## config.mk

```make
export PLATFORM = sky130hd
export DESIGN_NAME = risc_seq_controller
export DESIGN_NICKNAME = d
export VERILOG_FILES = /design/src/rtl/risc_ctrl_pkg.sv /design/src/rtl/risc_seq_controller_mem_wait_timer.sv /design/src/rtl/risc_seq_controller.sv
export SDC_FILE = /design/constraint.sdc
export NUM_CORES = 1
export LEC_CHECK = 0
export BUFFER_PORTS_ARGS = -buffer_cell sky130_fd_sc_hd__buf_4
export CORE_AREA = 2 2 39 41
export CTS_CLUSTER_SIZE = 14
export DETAILED_ROUTE_END_ITERATION = 8
export DIE_AREA = 0 0 41 43
export GPL_TIMING_DRIVEN = 0
export HOLD_SLACK_MARGIN = 0.05
export PLACE_DENSITY = 0.69
export SETUP_SLACK_MARGIN = 0.2
export SLEW_MARGIN = 20
export SYNTH_ARGS = -nofsm -noshare
export SYNTH_HDL_FRONTEND = slang
export SYNTH_HIERARCHICAL = 1
export SYNTH_SLANG_ARGS = --single-unit
export TNS_END_PERCENT = 30
```

## constraint.sdc

```tcl
create_clock -name clk -period 1.26 [get_ports clk]
set_input_delay 0.189 -clock clk [delete_from_list [all_inputs] [get_ports clk]]
set_output_delay 0.189 -clock clk [all_outputs]
set_load 0.01 [all_outputs]
```

## src/rtl/risc_ctrl_pkg.sv

```systemverilog
// Shared opcode and state encodings for the sequenced RISC controller.
// Pure definitions: no logic, no latency, no flow control.
package risc_ctrl_pkg;

  localparam logic [2:0] OP_HLT = 3'd0;
  localparam logic [2:0] OP_SKZ = 3'd1;
  localparam logic [2:0] OP_ADD = 3'd2;
  localparam logic [2:0] OP_AND = 3'd3;
  localparam logic [2:0] OP_XOR = 3'd4;
  localparam logic [2:0] OP_LDA = 3'd5;
  localparam logic [2:0] OP_STO = 3'd6;
  localparam logic [2:0] OP_JMP = 3'd7;

  typedef enum logic [3:0] {
    ST_INST_ADDR  = 4'd0,
    ST_INST_FETCH = 4'd1,
    ST_INST_LOAD  = 4'd2,
    ST_IDLE       = 4'd3,
    ST_OP_ADDR    = 4'd4,
    ST_OP_FETCH   = 4'd5,
    ST_ALU_OP     = 4'd6,
    ST_STORE      = 4'd7,
    ST_HALTED     = 4'd8
  } state_t;

  function automatic logic is_alu_load(input logic [2:0] op);
    return (op == OP_ADD) || (op == OP_AND) || (op == OP_XOR) || (op == OP_LDA);
  endfunction

endpackage

```

## src/rtl/risc_seq_controller_mem_wait_timer.sv

```systemverilog
// Memory-phase wait counter: done after MEM_LAT extra cycles, optionally gated by mem_ready.
// Latency MEM_LAT+1 cycles from start; mem_ready low holds done low indefinitely.
module mem_wait_timer #(
  parameter int MEM_LAT   = 0,
  parameter int USE_READY = 0
) (
  input  logic clk,
  input  logic rst,
  input  logic start,
  input  logic mem_ready,
  output logic done
);

  localparam int CW = (MEM_LAT > 0) ? $clog2(MEM_LAT + 1) : 1;
  localparam logic [CW-1:0] LAT = CW'(MEM_LAT);

  logic [CW-1:0] cnt_q, cnt_d;

  // Saturates at LAT so a long ready stall cannot wrap the count.
  always_comb begin
    cnt_d = cnt_q;
    if (start) begin
      cnt_d = '0;
    end else if (cnt_q != LAT) begin
      cnt_d = cnt_q + 1'b1;
    end
  end

  always_ff @(posedge clk or posedge rst) begin
    if (rst) begin
      cnt_q <= '0;
    end else begin
      cnt_q <= cnt_d;
    end
  end

  assign done = (cnt_q == LAT) && ((USE_READY == 0) || mem_ready);

endmodule

```

## src/rtl/risc_seq_controller.sv

```systemverilog
// Eight-phase RISC sequencer with memory wait states, sticky HALTED and illegal-opcode flag.
// Moore strobes per phase; memory phases stall until the wait timer reports done.
module risc_seq_controller
  import risc_ctrl_pkg::*;
#(
  parameter int OPCODE_W  = 3,
  parameter int MEM_LAT   = 0,
  parameter int USE_READY = 0
) (
  input  logic                clk,
  input  logic                rst,
  input  logic [OPCODE_W-1:0] opcode,
  input  logic                zero,
  input  logic                mem_ready,
  input  logic                resume,
  output logic                sel,
  output logic                rd,
  output logic                ld_ir,
  output logic                halt,
  output logic                inc_pc,
  output logic                ld_ac,
  output logic                ld_pc,
  output logic                wr,
  output logic                data_e,
  output logic                halted,
  output logic                illegal_op,
  output logic [3:0]          state_o
);

  state_t     state_q, state_d;
  logic       illegal;
  logic [2:0] op;
  logic       is_hlt, is_skz, is_sto, is_jmp, is_ld;
  logic       done;
  logic       start;

  // Opcodes beyond the architectural range decode to nothing, i.e. a NOP.
  assign illegal = 32'(opcode) >= 32'd8;
  assign op      = opcode[2:0];
  assign is_hlt  = !illegal && (op == OP_HLT);
  assign is_skz  = !illegal && (op == OP_SKZ);
  assign is_sto  = !illegal && (op == OP_STO);
  assign is_jmp  = !illegal && (op == OP_JMP);
  assign is_ld   = !illegal && is_alu_load(op);

  // Any state change restarts the count, so every memory phase begins at zero.
  assign start = (state_d != state_q);

  mem_wait_timer #(
    .MEM_LAT  (MEM_LAT),
    .USE_READY(USE_READY)
  ) u_timer (
    .clk      (clk),
    .rst      (rst),
    .start    (start),
    .mem_ready(mem_ready),
    .done     (done)
  );

  always_ff @(posedge clk or posedge rst) begin
    if (rst) begin
      state_q <= ST_INST_ADDR;
    end else begin
      state_q <= state_d;
    end
  end

  always_comb begin
    state_d = state_q;
    case (state_q)
      ST_INST_ADDR:  state_d = ST_INST_FETCH;
      ST_INST_FETCH: if (done) state_d = ST_INST_LOAD;
      ST_INST_LOAD:  state_d = ST_IDLE;
      ST_IDLE:       state_d = is_hlt ? ST_HALTED : ST_OP_ADDR;
      ST_HALTED:     if (resume) state_d = ST_OP_ADDR;
      ST_OP_ADDR:    state_d = ST_OP_FETCH;
      ST_OP_FETCH:   if (is_sto || done) state_d = ST_ALU_OP;
      ST_ALU_OP:     state_d = ST_STORE;
      ST_STORE:      if (!is_sto || done) state_d = ST_INST_ADDR;
      default:       state_d = ST_INST_ADDR;
    endcase
  end

  always_comb begin
    sel        = 1'b0;
    rd         = 1'b0;
    ld_ir      = 1'b0;
    halt       = 1'b0;
    inc_pc     = 1'b0;
    ld_ac      = 1'b0;
    ld_pc      = 1'b0;
    wr         = 1'b0;
    data_e     = 1'b0;
    halted     = 1'b0;
    illegal_op = 1'b0;
    case (state_q)
      ST_INST_ADDR:  sel = 1'b1;
      ST_INST_FETCH: begin
        sel = 1'b1;
        rd  = 1'b1;
      end
      ST_INST_LOAD: begin
        sel   = 1'b1;
        ld_ir = 1'b1;
      end
      ST_IDLE: begin
        halt       = is_hlt;
        inc_pc     = is_skz && zero;
        illegal_op = illegal;
      end
      ST_OP_FETCH:   rd = !is_sto;
      ST_ALU_OP: begin
        ld_ac = is_ld;
        ld_pc = is_jmp;
      end
      ST_STORE: begin
        wr     = is_sto;
        data_e = is_sto;
      end
      ST_HALTED:     halted = 1'b1;
      default:       ;
    endcase
  end

  assign state_o = state_q;

endmodule
```

==> flow_metrics.env <==
export IMPL_status="finished, violations left"
export IMPL_violations="negative setup slack"
export IMPL_io_pins=23
export IMPL_n_antenna_cell=0
export IMPL_synth_area_um2=418
export IMPL_hp_class="input port to flop"
export IMPL_portBuffers=18
export IMPL_arrival_ps=1310
export IMPL_timing_hold_ws_ps=174
export IMPL_timing_final_max_slew_violations=0
export IMPL_setup_slack_ps=-240
export IMPL_leakage_uw=0.000399
export IMPL_dp_cells=89
export IMPL_cp_required_ps=1070
export IMPL_setup_viol=11
export IMPL_fin_cells=104
export IMPL_post_dp_hpwl_um=777
export IMPL_detail_route_antenna_nets=0
export IMPL_wl_per_cell_um=13.3
export IMPL_drt_pass1_iter_count=2
export IMPL_clock_latency_ps=240
export IMPL_initial_core_util_pct=30.2
export IMPL_largest_reg_flops=4
export IMPL_layout_common_cells="21 x buf_4, 15 x buf_6, 7 x nor2_1"
export IMPL_critical_path_class="flop to primary output"
export IMPL_drc=0
export IMPL_hold_viol=0
export IMPL_avgSynthCellArea_um2=7.60
export IMPL_ys_warn_count=6
export IMPL_synthCells=55
export IMPL_htreeDepth=1
export IMPL_cap_viol_max_count=0
export IMPL_grt_pass1_vias=446
export IMPL_drt_initial_drc_count=1
export IMPL_final_min_clock_period_ps=1500
export IMPL_area_delta_synth_final_pct=108
export IMPL_finClkSkew_ps=1.17
export IMPL_peakVddDrop_mv=1.72
export IMPL_die_y_um=43
export IMPL_place_congestion=0.791
export IMPL_nets=97
export IMPL_grtUsageTotal_pct=17.2
export IMPL_grt_ovfl_total=0
export IMPL_cts_tree="done"
export IMPL_vias_per_cell=4.88
export IMPL_rows=14
export IMPL_routed_via_count=507
export IMPL_startpoint_type="flop"
export IMPL_clock_sinks=4
export IMPL_dieArea_um2=1760
export IMPL_cp_max_fo=7
export IMPL_crit_path_end_kind="primary output"
export IMPL_final_common_cell="buf_4"
export IMPL_antenna_found_initial=0
export IMPL_cts_root_buf="clkbuf_4"
export IMPL_period_share_pct=119
export IMPL_grt_max_degree=8
export IMPL_fmax_mhz=667
export IMPL_drt_wl_total_mm=1.38
export IMPL_core_um2=1380
export IMPL_fin_util_pct=62.9
export IMPL_clkSlewWorstSetupHoldPaths_ps=40
export IMPL_fill_cells=119
export IMPL_die_width_um=41
export IMPL_post_place_ws_ps=-89.0
export IMPL_tns_ps=-2010
export IMPL_drive_gt1_share_pct=64.8
export IMPL_rsz0062_at_grt="true"
export IMPL_numCtsBuffers=3
export IMPL_clk_path_buf_depth=2
export IMPL_syn_nets=63
export IMPL_grt_pass1_wl_mm=1.95
export IMPL_p_per_area_nw_per_um2=1950
-- worst max-delay path, cell delays in order, from the launching register on --
cell and delay (ps):
dfrtp_1 390, buf_6 130, clkbuf_16 160, nor3_4 200, buf_6 120, buf_6 80
-- final cells by class --
| cell class | instances | area, um2 | area share (%) |
|---|---|---|---|
| Clock buffer | 4 | 26.3 | 3.02 |
| Tap cell | 16 | 20.0 | 2.30 |
| Inverter | 1 | 3.75 | 0.431 |
| Sequential cell | 4 | 101 | 11.6 |
| Multi-Input combinational cell | 40 | 344 | 39.5 |
| Buffer | 10 | 121 | 13.9 |
| Timing Repair Buffer | 29 | 254 | 29.2 |
-- through the flow --
| stage | power [uW] | cell area [um2] |
|---|---|---|
| 5_1_grt | 1810 | 871 |
| 4_1_cts | 1490 | 811 |
| 6_report | 1700 | 871 |
| 3_5_place_dp | 1120 | 674 |
| 3_3_place_gp | 1100 | 674 |
| 2_1_floorplan | 843 | 519 |
-- where the power goes --
part / internal (uW) / switching [uW]
clock: 119 / 61.3
sequential: 186 / 84.4
combinational: 678 / 566
total: 984 / 712
-- worst paths after layout --
kind	from	to	slack (ps)	depth (start not counted)
hold reg to reg	state_o[2]$_DFF_PP0_	state_o[3]$_DFF_PP0_	720	2
max in group asynchronous	rst	state_o[2]$_DFF_PP0_	710	3
setup reg to reg	state_o[2]$_DFF_PP0_	state_o[2]$_DFF_PP0_	-130	5
setup / recovery	state_o[3]$_DFF_PP0_	wr	-240	5
hold / removal	resume	state_o[2]$_DFF_PP0_	170	2
min in group asynchronous	rst	state_o[1]$_DFF_PP0_	390	3
-- per-layer routing --
layer	part of all wire, %	up-vias	routed length [um]	track usage (%)
met5	0	-	0	0
met1	38	238	525	18.8
met4	0.87	0	12	12.7
li1	-	248	-	-
met2	55	18	759	27.2
met3	5.9	3	82	3.66
-- what timing repair did --
item,CTS,global route
hold buffers,1,0
setup endpoints to repair,12,16
pin swaps,3,1
hold endpoints to repair,4,0
gates resized for setup,11,10
setup buffers,7,3
Power figures use the tool's default switching activity.
